--- config.mk ---
export PLATFORM = sky130hd
export DESIGN_NAME = gray_wptr_full_flat
export DESIGN_NICKNAME = d
export VERILOG_FILES = /design/src/rtl/fifo_pkg.sv /design/src/rtl/gray_wptr_full_if.sv /design/src/rtl/gray2bin_w.sv /design/src/rtl/gray_wptr_full.sv /design/src/flat_wrapper.sv
export SDC_FILE = /design/constraint.sdc
export NUM_CORES = 1
export LEC_CHECK = 0
export BUFFER_PORTS_ARGS = -buffer_cell sky130_fd_sc_hd__buf_2
export CORE_UTILIZATION = 35
export DETAILED_ROUTE_END_ITERATION = 6
export PLACE_DENSITY = 0.58
export SLEW_MARGIN = 5
export SYNTH_ARGS = -nofsm -noshare
export SYNTH_HDL_FRONTEND = slang
export SYNTH_HIERARCHICAL = 1
export SYNTH_SLANG_ARGS = --single-unit
--- constraint.sdc ---
create_clock -name clk -period 3.2 [get_ports clk]
set_input_delay 0.32 -clock clk [delete_from_list [all_inputs] [get_ports clk]]
set_output_delay 0.32 -clock clk [all_outputs]
set_load 0.005 [all_outputs]
--- src/rtl/fifo_pkg.sv ---
// Shared helpers for the async FIFO pointer logic: depth derivation, gray
// conversion and the gray-domain full compare used by the write side.
package fifo_pkg;

  localparam int DEFAULT_ADDR_W = 4;

  function automatic int fifo_depth(input int addr_w);
    return 1 << addr_w;
  endfunction

  localparam int DEFAULT_DEPTH = fifo_depth(DEFAULT_ADDR_W);

  function automatic logic [31:0] bin2gray(input logic [31:0] b);
    return b ^ (b >> 1);
  endfunction

  function automatic logic [31:0] gray2bin(input logic [31:0] g, input int w);
    logic [31:0] b;
    b        = '0;
    b[w-1]   = g[w-1];
    for (int i = w - 2; i >= 0; i--) begin
      b[i] = b[i+1] ^ g[i];
    end
    return b;
  endfunction

  // Full when the write gray pointer equals the read gray pointer with its two
  // top bits inverted, i.e. exactly one lap (DEPTH entries) ahead.
  function automatic logic gray_full(input logic [31:0] wg,
                                     input logic [31:0] rg,
                                     input int          w);
    logic [31:0] mask;
    logic [31:0] flip;
    mask = (32'h1 << w) - 32'h1;
    flip = 32'h3 << (w - 2);
    return ((wg ^ rg ^ flip) & mask) == 32'h0;
  endfunction

endpackage

--- src/rtl/gray_wptr_full_if.sv ---
// Producer-side bundle of the write pointer block: request, synchronised read
// pointer in; RAM address/enable, pointers and status flags out.
interface gray_wptr_full_if #(parameter int ADDR_W = 4);

  logic              winc;
  logic [ADDR_W:0]   rq2_rgray;
  logic [ADDR_W-1:0] waddr;
  logic [ADDR_W:0]   wbin;
  logic [ADDR_W:0]   wgray;
  logic              wen;
  logic              full;
  logic              almost_full;
  logic [ADDR_W:0]   wlevel;
  logic              err_ovf;

  modport master (
    output winc, rq2_rgray,
    input  waddr, wbin, wgray, wen, full, almost_full, wlevel, err_ovf
  );

  modport slave (
    input  winc, rq2_rgray,
    output waddr, wbin, wgray, wen, full, almost_full, wlevel, err_ovf
  );

endinterface

--- src/rtl/gray2bin_w.sv ---
// Combinational gray-to-binary decoder: each binary bit is the XOR of all
// gray bits at and above it.
module gray2bin_w #(
  parameter int W = 5
) (
  input  logic [W-1:0] gray,
  output logic [W-1:0] bin
);

  for (genvar i = 0; i < W; i++) begin : g_bit
    assign bin[i] = ^gray[W-1:i];
  end

endmodule

--- src/rtl/gray_wptr_full.sv ---
// Write-domain pointer and flag generator for the async FIFO: advances the
// binary/gray write pointer on accepted writes and derives full/level flags.
module gray_wptr_full
  import fifo_pkg::*;
#(
  parameter int ADDR_W    = 4,
  parameter int AF_MARGIN = 2
) (
  input  logic             clk,
  input  logic             rst,
  gray_wptr_full_if.slave  wif
);

  localparam int PW    = ADDR_W + 1;
  localparam int DEPTH = fifo_depth(ADDR_W);

  logic [PW-1:0] wbin_q;
  logic [PW-1:0] wgray_q;
  logic [PW-1:0] wlevel_q;
  logic          full_q;
  logic          almost_full_q;
  logic          err_ovf_q;

  logic          wen;
  logic [PW-1:0] rbin_s;
  logic [PW-1:0] wbin_next;
  logic [PW-1:0] wgray_next;
  logic [PW-1:0] level_next;
  logic          full_next;
  logic          almost_full_next;

  gray2bin_w #(.W(PW)) u_rdec (
    .gray (wif.rq2_rgray),
    .bin  (rbin_s)
  );

  assign wen = wif.winc & ~full_q;

  // Flags are computed from the post-write pointer so a write and a read
  // pointer update landing on the same edge are folded together.
  always_comb begin
    wbin_next        = wbin_q + {{ADDR_W{1'b0}}, wen};
    wgray_next       = PW'(bin2gray(32'(wbin_next)));
    level_next       = wbin_next - rbin_s;
    full_next        = gray_full(32'(wgray_next), 32'(wif.rq2_rgray), PW);
    almost_full_next = (level_next >= PW'(DEPTH - AF_MARGIN));
  end

  always_ff @(posedge clk) begin
    if (rst) begin
      wbin_q        <= '0;
      wgray_q       <= '0;
      wlevel_q      <= '0;
      full_q        <= 1'b0;
      almost_full_q <= 1'b0;
      err_ovf_q     <= 1'b0;
    end else begin
      wbin_q        <= wbin_next;
      wgray_q       <= wgray_next;
      wlevel_q      <= level_next;
      full_q        <= full_next;
      almost_full_q <= almost_full_next;
      err_ovf_q     <= err_ovf_q | (wif.winc & full_q);
    end
  end

  assign wif.waddr       = wbin_q[ADDR_W-1:0];
  assign wif.wbin        = wbin_q;
  assign wif.wgray       = wgray_q;
  assign wif.wen         = wen;
  assign wif.full        = full_q;
  assign wif.almost_full = almost_full_q;
  assign wif.wlevel      = wlevel_q;
  assign wif.err_ovf     = err_ovf_q;

`ifndef SYNTHESIS
  // A level beyond DEPTH means the read pointer was illegal (ahead or too far back).
  always @(posedge clk) begin
    if (!rst) begin
      assert (wlevel_q <= PW'(DEPTH));
    end
  end
`endif

endmodule

--- src/flat_wrapper.sv ---
// flat-port wrapper written by rule: the top's interface ports become plain ports
module gray_wptr_full_flat import fifo_pkg::*;
#(
  parameter int ADDR_W    = 4,
  parameter int AF_MARGIN = 2
)
  (clk, rst, wif_winc, wif_rq2_rgray, wif_waddr, wif_wbin, wif_wgray, wif_wen, wif_full, wif_almost_full, wif_wlevel, wif_err_ovf);
  gray_wptr_full_if #(.ADDR_W(ADDR_W)) wif_i ();
  input  logic clk;
  input  logic rst;
  input wire logic [$bits(wif_i.winc)-1:0] wif_winc;
  input wire logic [$bits(wif_i.rq2_rgray)-1:0] wif_rq2_rgray;
  output wire logic [$bits(wif_i.waddr)-1:0] wif_waddr;
  output wire logic [$bits(wif_i.wbin)-1:0] wif_wbin;
  output wire logic [$bits(wif_i.wgray)-1:0] wif_wgray;
  output wire logic [$bits(wif_i.wen)-1:0] wif_wen;
  output wire logic [$bits(wif_i.full)-1:0] wif_full;
  output wire logic [$bits(wif_i.almost_full)-1:0] wif_almost_full;
  output wire logic [$bits(wif_i.wlevel)-1:0] wif_wlevel;
  output wire logic [$bits(wif_i.err_ovf)-1:0] wif_err_ovf;
  assign wif_i.winc = wif_winc;
  assign wif_i.rq2_rgray = wif_rq2_rgray;
  assign wif_waddr = wif_i.waddr;
  assign wif_wbin = wif_i.wbin;
  assign wif_wgray = wif_i.wgray;
  assign wif_wen = wif_i.wen;
  assign wif_full = wif_i.full;
  assign wif_almost_full = wif_i.almost_full;
  assign wif_wlevel = wif_i.wlevel;
  assign wif_err_ovf = wif_i.err_ovf;
  gray_wptr_full #(.ADDR_W(ADDR_W), .AF_MARGIN(AF_MARGIN)) u_core (.clk(clk), .rst(rst), .wif(wif_i));
endmodule
Yosys cells after proc, flatten, opt, wreduce, memory -nomap -nowiden
Index checks and enable logic that the tools add are counted.

Reduce and logical (&&, ||, !) cells: 5. Bitwise operators: 7. Order comparisons: 1. Add/sub/neg operators: 2.

Operators with widths (count): $logic_not 32->1 (1); $add 5x1->5 (1); $ge 5x4->1 const B (1); $reduce_xor 5->1 (1); $sub 5x5->5 (1); $xor 5x4->5 (1); $xor 5x5->5 (1); $reduce_xor 4->1 (1); $reduce_xor 3->1 (1); $and 1x1->1 (2); $not 2->2 (1); $reduce_xor 2->1 (1); $not 1->1 (1); $or 1x1->1 (1).

Output and inout port bits: 23. Word-level logic and storage cells: 21. Bits in registers: 18.

Depth between registers and ports, before layout
Gate-level depths: netlist of run 1.

Depth in word-level cells: 7. Mapped depth: 10. Mapped depth without buffers: 10.

Modules after synthesis
Netlist of run 1, hierarchy kept.

Modules (own cells, without submodules): gray_wptr_full (seq. area each 340.3 um2, area an instance 822.0 um2, instances 1, cells an instance 84); gray2bin_w (seq. area each 0.0 um2, area an instance 72.6 um2, instances 1, cells an instance 6).

Worst setup path before layout of run 1
OpenSTA, ideal clock, no wires.

Path kind: input to register. From: input port wif_rq2_rgray[4]. To: register u_core.almost_full_q (netlist: u_core/wif.almost_full). Library setup time: 0.127 ns. Data arrival time: 2.257 ns. Required time: 3.073 ns. Slack: 0.816 ns. Cell stages on the path: 9. Cell sequence: xor2_2 xnor3_1 ha_1 fa_1 nand2b_1 a21oi_1 xnor2_1 mux2i_1 o41ai_1.

Longest elaborated chain between the ends: 3. Elaborated cells on any way between the ends: 6. Classes of those cells: 1 x add/sub; 1 x order compare; 4 x reduce/logical.

Ends and longest elaborated chain: from (decl) (RTL line flat_wrapper.sv:12) `input wire logic [$bits(wif_i.rq2_rgray)-1:0] wif_rq2_rgray;`; $reduce_xor 5->1 (RTL line gray2bin_w.sv:11) `assign bin[i] = ^gray[W-1:i];`; via u_core.rbin_s[0] (RTL line gray_wptr_full.sv:25) `logic [PW-1:0] rbin_s;`; $sub 5x5->5 (RTL line gray_wptr_full.sv:44) `level_next = wbin_next - rbin_s;`; $ge 5x4->1 (RTL line gray_wptr_full.sv:46) `almost_full_next = (level_next >= PW'(DEPTH - AF_MARGIN));`; to (signal assigned) (RTL line gray_wptr_full.sv:62) `almost_full_q <= almost_full_next;`; to (decl) (RTL line gray_wptr_full.sv:21) `logic almost_full_q;`.

The timed path passes the listed nets, and every way through them passes these cells. A chain may end at the register's enable or synchronous reset.

Worst setup path in the final report of run 1
From: register u_core.full_q (netlist: u_core/wif.full). To: register u_core.almost_full_q (netlist: u_core/wif.almost_full).

Longest elaborated chain between the ends: 5.

Ends and longest elaborated chain: from (decl) (RTL line gray_wptr_full.sv:20) `logic full_q;`; from (signal assigned) (RTL line gray_wptr_full.sv:61) `full_q <= full_next;`; $not 1->1 (RTL line gray_wptr_full.sv:37) `assign wen = wif.winc & ~full_q;`; $and 1x1->1 (RTL line gray_wptr_full.sv:37); $add 5x1->5 (RTL line gray_wptr_full.sv:42) `wbin_next = wbin_q + {{ADDR_W{1'b0}}, wen};`; via u_core.wbin_next[1] (RTL line gray_wptr_full.sv:26) `logic [PW-1:0] wbin_next;`; $sub 5x5->5 (RTL line gray_wptr_full.sv:44); $ge 5x4->1 (RTL line gray_wptr_full.sv:46).

The timed path passes the listed nets, and every way through them passes these cells.

==> reports/results.txt, run 1 <==
Run status = finished, final reports clean
Source-to-sink clock delay at the later pin of the worst-skew pair = 0.28 ns
Remaining routing DRC violations = 0
Drt wl/cell = 10.6 µm
Number of antenna repair diodes = 0
RSZ-0062 raised after global routing = false
Worst Path Arrival = 2.60 ns
Clk pin slew, worst setup/hold paths = 0.10 ns
Final period demand of the worst path = 2.43 ns
Number of max-slew violations in the final report = 0
CP Capture Type = register
Library cell with the largest summed area after synthesis = dfxtp_1
Number of I/O pins = 31
Reg-to-reg startpoint = u_core/wif.full
Placement Setup Slack = 0.497 ns
Primary flip-flop cell chosen by synthesis mapping = dfxtp_1
R2R depth = 10
Final hold violation count = 0
Initial Utilization = 0.386
Number of buffers inserted during clock tree synthesis = 3
Synthesized instance count = 90
Area of the core = 2320 µm²
CTS Hold Buffers Added = 0
Hold-critical path endpoint = u_core/wif.err_ovf
Deepest clock path buffer count = 2
Endpoint of the most critical register-to-register path = u_core/wif.almost_full
Kind of start point of the critical path = register
Register cell area after layout = 340 µm²
Die Width = 52.6 µm
Number of routed nets with antenna violations = 0
Count of port buffers added during placement = 30
Number of synthesis warnings = 6
Worst min-delay path startpoint = wif_winc
Fin crit share = 0.760
HPWL after detailed placement = 1.29 mm
TritonCTS clock tree = done
Count of routing violations after the opening detailed-route iteration = 8
Via count of the first global-routing pass = 595
Global route total overflow = 0
Setup Viol. Count Final = 0
Peak supply drop = 0.000188 V
Max capacitance violation total = 0
Global-route wire length before repair = 2.52 mm
Achievable clock frequency = 0.411 GHz
Post-synthesis instance area = 895 µm²
Maximum fanout along the worst path = 4
Remaining max-slew budget at the tightest pin = 0.767
#FFs+latches synth = 17
Final weighted congestion of routability-driven global placement = 0.816
Number of enable flip-flop cells after synthesis = 0
Worst Setup Path Type = register to register
Netlist cell types = 24
Synth Net Count = 105
Worst hold path stage count = 3
Die Y-Extent = 52.6 µm
Number of gates given a new drive strength after cts = 0
Synthesized area divided by synthesized cell count = 9.94 µm²
Setup tns final = 0 ns
Length of the first detailed-routing pass in iterations = 3
Post-layout net count = 134
Antenna violations before repair = 0
Share of layout cells above drive strength 1 = 0.331
Post-route clock skew = 0.00597 ns
Via density per instance = 4.44
Total non-filler cell area in the finished layout = 1060 µm²
Worst slew pin tran = 0.349 ns
DR vias = 648
Power Dens Cells = 489 nW/µm²
Final routed wirelength across all metal layers = 1.54 mm
Fillcell total = 251
Least setup slack across all paths after layout = 0.767 ns
Root buffer cell = clkbuf_4
Lkg Pwr = 0.000548 µW
Area of the die = 2760 µm²
Site row count = 17
Async set or reset register ratio after synthesis = 0
Clock net sink count = 17
Worst Path Required = 3.37 ns
Total Routing Usage GR = 0.128
Ranking of synthesized cells by area = dfxtp_1 38%, xnor2_1 9.8%, ha_1 8.4%
Portion of the post-synthesis area used by sequential elements = 0.380
Area added between synthesis and finish = 19.0%
Area of combinational cells with multiple inputs = 479 µm²
Post-Place Cell Area = 1040 µm²
R2R Setup Slk = 0.77 ns
Maximum number of pins on one net before global-route repair = 18
Post-CTS Setup Bufs = 0
HP Class = input pin to register
H-Tree Depth = 1
Top cell type's share of synthesized area = 0.380
[where the power goes]
group          internal [µW]  total, µW  switching (µW)
registers                238        246            7.71
clock network           48.3        110            62.0
logic                   80.8        165            83.8
[logic make-up (layout without fill, tap and decap cells)]
kind of cell,Yosys count,in the layout,share of synthesized area
buf+inv,14,42,0.0839
flops,17,17,0.380
fa+ha+maj,7,7,0.106
simple gates,25,25,0.124
mux,2,2,0.0238
compound gates,7,7,0.0643
xor+xnor,18,18,0.217
[worst max-delay path by stage]
stage / slack [ns] / end / cells past startpoint / start
detailed placement: 0.50 / u_core/wif.almost_full / 10 / wif_rq2_rgray[4]
global route: 0.56 / u_core/wif.almost_full / 10 / u_core/wif.full
floorplan: 0.82 / u_core/wif.almost_full / 9 / wif_rq2_rgray[4]
CTS: 0.75 / u_core/wif.almost_full / 10 / u_core/wif.full
global placement: 0.57 / u_core/wif.almost_full / 10 / wif_rq2_rgray[4]
finish: 0.77 / u_core/wif.almost_full / 10 / u_core/wif.full
[critical path, stage by stage, from the launching register on]
cell      delay, ns
dfxtp_1        0.36
nor2b_1        0.07
ha_1           0.19
ha_1           0.37
inv_1          0.10
fa_1           0.43
nand2b_1       0.16
a21oi_1        0.15
xnor2_1        0.15
mux2i_1        0.25
o41ai_1        0.10
[per-stage QoR]
step | std cells | utilization | total power [µW] | hold slack, ns
final | 146 | 0.459 | 521 | 0.284
after global routing | 146 | 0.459 | 561 | 0.318
after CTS | 146 | 0.459 | 534 | 0.276
after detailed placement | 142 | 0.448 | 420 | 0.464
after global placement | 142 | 0.448 | 416 | 0.447
after floorplan | 90 | - | 365 | 0.392
[final cells by class]
cell class / instances / share of cell area
multi-input combinational: 59 / 0.450
inverter: 7 / 0.0247
timing repair buffer: 31 / 0.148
clock buffer: 4 / 0.0247
tap: 28 / 0.0329
sequential: 17 / 0.320
[synthesized netlist by cell type, types with 2 or more instances]
master   instances
a21oi_1          3
ha_1             6
buf_4            6
xnor2_1         10
inv_1            7
nor2b_1          4
xor2_2           2
nor2_1          16
xor2_1           4
dfxtp_1         17
nand3_1          2
[metal layers]
layer / routed length, µm / up-vias / GRT usage
met3: 57 / 2 / 0.00870
met4: 19 / 0 / 0.0789
met1: 708 / 294 / 0.164
met5: 0 / - / 0
met2: 758 / 16 / 0.207
li1: - / 336 / -
[cell usage in the layout, fill, tap and decap left out, types with 2 or more instances in the layout]
| cell | count |
|---|---|
| a21oi_1 | 3 |
| buf_2 | 30 |
| clkbuf_4 | 3 |
| dfxtp_1 | 17 |
| ha_1 | 6 |
| inv_1 | 7 |
| nand3_1 | 2 |
| nor2_1 | 16 |
| nor2b_1 | 4 |
| xnor2_1 | 10 |
| xor2_1 | 4 |
| xor2_2 | 2 |
[state kept, by name (all words and copies together), names as in the netlist]
| register | count |
|---|---|
| u_core/wif.wbin | 5 |
| u_core/wif.wgray | 4 |
| u_core/wif.almost_full | 1 |
| u_core/wif.full | 1 |
| u_core/wif.err_ovf | 1 |
| u_core/wif.wlevel | 5 |
Power figures use the tool's default switching activity.
==> run 2: changes to the inputs <==
--- a/config.mk
+++ b/config.mk
@@ -5,10 +5,11 @@
 export SDC_FILE = /design/constraint.sdc
 export NUM_CORES = 1
 export LEC_CHECK = 0
+export ABC_AREA = 1
 export BUFFER_PORTS_ARGS = -buffer_cell sky130_fd_sc_hd__buf_2
 export CORE_UTILIZATION = 35
 export DETAILED_ROUTE_END_ITERATION = 6
-export PLACE_DENSITY = 0.58
+export PLACE_DENSITY = 0.57
 export SLEW_MARGIN = 5
 export SYNTH_ARGS = -nofsm -noshare
 export SYNTH_HDL_FRONTEND = slang
==> constraint.sdc (replaced) <==
create_clock -name clk -period 2.45 [get_ports clk]
set_input_delay 0.245 -clock clk [delete_from_list [all_inputs] [get_ports clk]]
set_output_delay 0.245 -clock clk [all_outputs]
set_load 0.005 [all_outputs]
==> reports/results.txt, run 2 <==
Lkg Pwr = 0.000722 µW
Global-route wire length before repair = 3.73 mm
Peak supply drop = 0.000204 V
Combinational family with the most area after synthesis = simple AND/OR/NAND/NOR gates
Total Routing Usage GR = 0.147
Post-synthesis instance area = 1060 µm²
Met3 wire length = 61 µm
Library cell with the highest instance count after synthesis = nand2_1
Portion of the post-synthesis area used by sequential elements = 0.320
Site row count = 19
Area share of and/or/nand/nor cells after synthesis = 0.373
Number of max-slew violations in the final report = 0
Fin crit share = 0.924
Area of the die = 3260 µm²
Setup tns final = 0 ns
Remaining routing DRC violations = 4
Synthesized instance count = 155
Setup Viol. Count Final = 0
Top cells by count, synth = 39 x nand2_1, 25 x inv_1, 18 x nand3_1
Via density per instance = 4.68
Clock net sink count = 17
Highest Signal Layer = met3
Final period demand of the worst path = 2.26 ns
Number of buffers inserted during clock tree synthesis = 3
Worst Path Arrival = 2.45 ns
Post-CTS Setup Bufs = 0
Synthesized area divided by synthesized cell count = 6.85 µm²
Achievable clock frequency = 0.442 GHz
Least setup slack across all paths after layout = 0.186 ns
Kind of start point of the critical path = register
DR vias = 996
Mux contribution to synthesized area = 0
Maximum number of pins on one net before global-route repair = 15
Number of I/O pins = 31
Critical path's largest stage delay = 0.33 ns
M1 WL = 1.06 mm
DP Cell Count = 209
Most frequent cells in the layout = 39 x nand2_1, 30 x buf_2, 25 x inv_1
Post-route non-filler standard cell count = 213
CTS Hold Buffers Added = 0
Deepest clock path buffer count = 2
Share of layout cells above drive strength 1 = 0.247
Synth Area in XOR/XNOR = 0.0247
Final weighted congestion of routability-driven global placement = 0.821
Global route total overflow = 0
Synth Net Count = 170
Async set or reset register ratio after synthesis = 0
H-Tree Depth = 1
Category of cells accounting for the largest share of critical-path delay = adder cells
Synth Area in Adders = 0.0895
Post-route clock skew = 0.00264 ns
Worst slew pin tran = 0.330 ns
Worst Setup Path Type = register to register
TritonCTS clock tree = done
#FFs+latches synth = 17
Placement Setup Slack = 0.102 ns
HP Class = input pin to register
Number of routed nets with antenna violations = 0
Number of synthesis warnings = 6
Count of port buffers added during placement = 30
Root buffer cell = clkbuf_4
Area of the core = 2810 µm²
Cells traversed along the worst timing path = nor2_1 -> ha_1 -> ha_2 -> nand2_1 -> nand2_2 -> inv_2 -> ha_1 -> inv_1 -> o21bai_1 -> a21oi_1 -> nand3_1 -> nand3_1 -> nand2_1
Final hold violation count = 0
Number of enable flip-flop cells after synthesis = 0
Die Width = 57.1 µm
Number of antenna repair diodes = 0
Length of the first detailed-routing pass in iterations = 6
Max capacitance violation total = 0
Post-layout net count = 198
Most common cell after layout, fill and taps aside = nand2_1
Netlist cell types = 22
Via count of the first global-routing pass = 906
Library cell with the largest summed area after synthesis = dfxtp_1
Die Y-Extent = 57.1 µm
Drt wl/cell = 10.3 µm
Maximum fanout along the worst path = 6
Antenna violations before repair = 0
Worst Path Required = 2.63 ns
Count of buffer and inverter cells on the critical path = 2
Remaining max-slew budget at the tightest pin = 0.780
HPWL after detailed placement = 1.79 mm
Violated checks = DRC
Final routed wirelength across all metal layers = 2.19 mm
Critical-path cell with the highest stage delay = dfxtp_1
Source-to-sink clock delay at the later pin of the worst-skew pair = 0.28 ns
RSZ-0062 raised after global routing = false
Routed wire length on met2 = 1.07 mm
Post-Place Cell Area = 1200 µm²
Number of gates given a new drive strength after cts = 0
Area added between synthesis and finish = 15.5%
Initial Utilization = 0.379
Ranking of synthesized cells by area = dfxtp_1 32%, nand2_1 14%, inv_1 8.8%
Power Dens Cells = 531 nW/µm²
Run status = finished with violations
Top cell type's share of synthesized area = 0.320
Clk pin slew, worst setup/hold paths = 0.09 ns
Complex-gate fraction of the synthesized area = 0.0400
Count of routing violations after the opening detailed-route iteration = 22
Total non-filler cell area in the finished layout = 1230 µm²
Worst hold slack = 0.208 ns
CP Capture Type = register
Primary flip-flop cell chosen by synthesis mapping = dfxtp_1
==> run 2: cell families after synthesis <==
group	count (synthesis)
flip-flops	17
XOR/XNOR	3
adder cells (fa/ha/maj)	7
AO/OA/AOI/OAI	8
AND/OR/NAND/NOR	85
buffers and inverters	35
==> run 2: report_power, final <==
part | switching, µW | internal, µW
clock | 82.0 | 63.1
combinational | 107 | 83.9
sequential | 10.1 | 305
total | 199 | 452
==> run 2: cell type report <==
class                      count  area (µm²)
clock buffer                   4        26.3
fill                         312        1580
inverter                      27         101
multi-input combinational    103         563
sequential                    17         340
tap                           31        38.8
timing repair buffer          31         158
==> run 2: final timing paths <==
| kind | from | end | slack [ns] | cells after the start |
|---|---|---|---|---|
| setup / recovery | u_core/wif.full | u_core/wif.almost_full | 0.19 | 13 |
| hold / removal | wif_winc | u_core/wif.err_ovf | 0.21 | 3 |
| setup reg to reg | u_core/wif.full | u_core/wif.almost_full | 0.19 | 13 |
| hold reg to reg | u_core/wif.err_ovf | u_core/wif.err_ovf | 0.48 | 2 |
==> run 2: metal layers <==
layer,global-route usage,up-vias
li1,-,536
met1,0.189,439
met2,0.247,21
met3,0.0204,0
met4,0.0627,0
met5,0,-
==> run 2: through the flow <==
stage	utilization	total power [µW]
finish	0.438	651
global route	0.438	710
CTS	0.437	663
detailed placement	0.427	515
global placement	0.427	512
floorplan	-	451
==> run 2: tightest hold or removal path, delay by kind of cell <==
kind	cells	cell delay, ns
AO/OA/AOI/OAI	1	0.05
buffers and inverters	1	0.09
AND/OR/NAND/NOR	1	0.07
==> run 3: changes to the inputs <==
--- a/config.mk
+++ b/config.mk
@@ -9,7 +9,6 @@
 export BUFFER_PORTS_ARGS = -buffer_cell sky130_fd_sc_hd__buf_2
 export CORE_UTILIZATION = 35
 export DETAILED_ROUTE_END_ITERATION = 6
-export PLACE_DENSITY = 0.57
 export SLEW_MARGIN = 5
 export SYNTH_ARGS = -nofsm -noshare
 export SYNTH_HDL_FRONTEND = slang
==> reports/results.txt, run 3 (synthesis gave the netlist of run 2 again) <==
Worst Setup Path Type = register to register
Endpoint of the most critical register-to-register path = u_core/wif.almost_full
Reg-to-reg startpoint = u_core/wif.full
Post-route clock skew = 0.00361 ns
Register cell area after layout = 340 µm²
Area of combinational cells with multiple inputs = 563 µm²
R2R Setup Slk = 0.14 ns
Area of the die = 3260 µm²
Maximum number of pins on one net before global-route repair = 15
Maximum fanout along the worst path = 6
Worst slew pin tran = 0.306 ns
Global-route wire length before repair = 3.79 mm
Antenna violations before repair = 0
Remaining routing DRC violations = 4
Count of port buffers added during placement = 30
Worst Path Arrival = 2.56 ns
Peak supply drop = 0.000181 V
Clock net sink count = 17
Violated checks = DRC
Via count of the first global-routing pass = 910
CTS Hold Buffers Added = 0
Final routed wirelength across all metal layers = 2.26 mm
Worst hold path stage count = 3
Post-layout net count = 198
Number of buffers inserted during clock tree synthesis = 3
Kind of start point of the critical path = register
Final period demand of the worst path = 2.31 ns
Initial Utilization = 0.379
Lkg Pwr = 0.000725 µW
Setup tns final = 0 ns
Total Routing Usage GR = 0.151
Run status = finished with violations
RSZ-0062 raised after global routing = false
Site row count = 19
Hold-critical path endpoint = u_core/wif.err_ovf
Number of routed nets with antenna violations = 0
TritonCTS clock tree = done
Final hold violation count = 0
Number of antenna repair diodes = 0
Die Y-Extent = 57.1 µm
Number of I/O pins = 31
Max capacitance violation total = 0
Power Dens Cells = 537 nW/µm²
Achievable clock frequency = 0.433 GHz
Worst min-delay path startpoint = wif_winc
Length of the first detailed-routing pass in iterations = 6
Final weighted congestion of routability-driven global placement = 0.849
Global route total overflow = 0
Root buffer cell = clkbuf_4
Via density per instance = 4.80
Setup Viol. Count Final = 0
Worst hold slack = 0.188 ns
R2R depth = 12
Drt wl/cell = 10.6 µm
Die Width = 57.1 µm
Source-to-sink clock delay at the later pin of the worst-skew pair = 0.29 ns
Area of the core = 2810 µm²
Fin crit share = 0.942
Area added between synthesis and finish = 15.7%
Count of routing violations after the opening detailed-route iteration = 23
Most common cell after layout, fill and taps aside = nand2_1
CP Capture Type = register
Deepest clock path buffer count = 2
Share of layout cells above drive strength 1 = 0.253
Clk pin slew, worst setup/hold paths = 0.10 ns
HPWL after detailed placement = 1.84 mm
Most frequent cells in the layout = 39 x nand2_1, 30 x buf_2, 25 x inv_1
H-Tree Depth = 1
Worst Path Required = 2.70 ns
Fillcell total = 312
Remaining max-slew budget at the tightest pin = 0.796
HP Class = input pin to register
Number of max-slew violations in the final report = 0
DR vias = 1022
==> run 3: changes by cell type in the layout (fill, tap and decap cells not counted), sizes merged <==
cell | before | now
clkbuf | 4 | 3
clkinv | 0 | 1
==> run 3: layout make-up <==
type / instances / share of cell area
multi-input combinational: 103 / 0.458
sequential: 17 / 0.277
timing repair buffer: 31 / 0.128
inverter: 27 / 0.0825
tap: 31 / 0.0316
clock buffer: 3 / 0.0183
clock inverter: 1 / 0.00407
==> run 3: what timing repair did <==
action	CTS	global route
setup endpoints to repair	0	3
buffers inserted	0	0
gates resized for setup	0	1
==> run 3: how the worst max path moves through the flow <==
stage	slack [ns]	depth (start not counted)	endpoint	from
2_1_floorplan	0.29	11	u_core/wif.wlevel[3]	u_core/wif.full
3_3_place_gp	0.18	14	u_core/wif.almost_full	wif_winc
3_5_place_dp	0.09	14	u_core/wif.almost_full	wif_winc
4_1_cts	0.11	12	u_core/wif.almost_full	u_core/wif.full
5_1_grt	0.01	13	u_core/wif.almost_full	u_core/wif.full
6_report	0.14	12	u_core/wif.almost_full	u_core/wif.full
==> run 3: per-layer routing <==
metal | global-route usage | vias to the layer above | part of all wire
met1 | 0.186 | 459 | 0.47
met2 | 0.264 | 28 | 0.48
met4 | 0.0732 | 0 | 0.012
li1 | - | 531 | -
met3 | 0.0136 | 4 | 0.035
met5 | 0 | - | 0
==> run 3: power breakdown <==
| group | internal [µW] | switching, µW |
|---|---|---|
| clock | 60.8 | 90.3 |
| combinational | 84.7 | 110 |
| sequential | 305 | 9.21 |
==> run 3: worst max-delay path: stages (launching register included) <==
cell and delay, ns:
dfxtp_1 0.34, nor2_1 0.15, ha_1 0.25, ha_2 0.27, nand2_1 0.12, nand2_2 0.15, inv_2 0.05, ha_1 0.33
nand2_1 0.07, o21ai_0 0.18, xor2_1 0.20, nand3b_1 0.10, nand2_1 0.06
==> run 3: metrics by stage <==
stage	worst slack [ns]	total power, µW	utilization	std cells	instance area [µm²]
floorplan	0.294	451	-	155	1060
global placement	0.177	511	0.427	209	1200
detailed placement	0.0908	515	0.427	209	1200
CTS	0.111	667	0.437	213	1230
global route	0.0121	713	0.438	213	1230
finish	0.141	660	0.438	213	1230
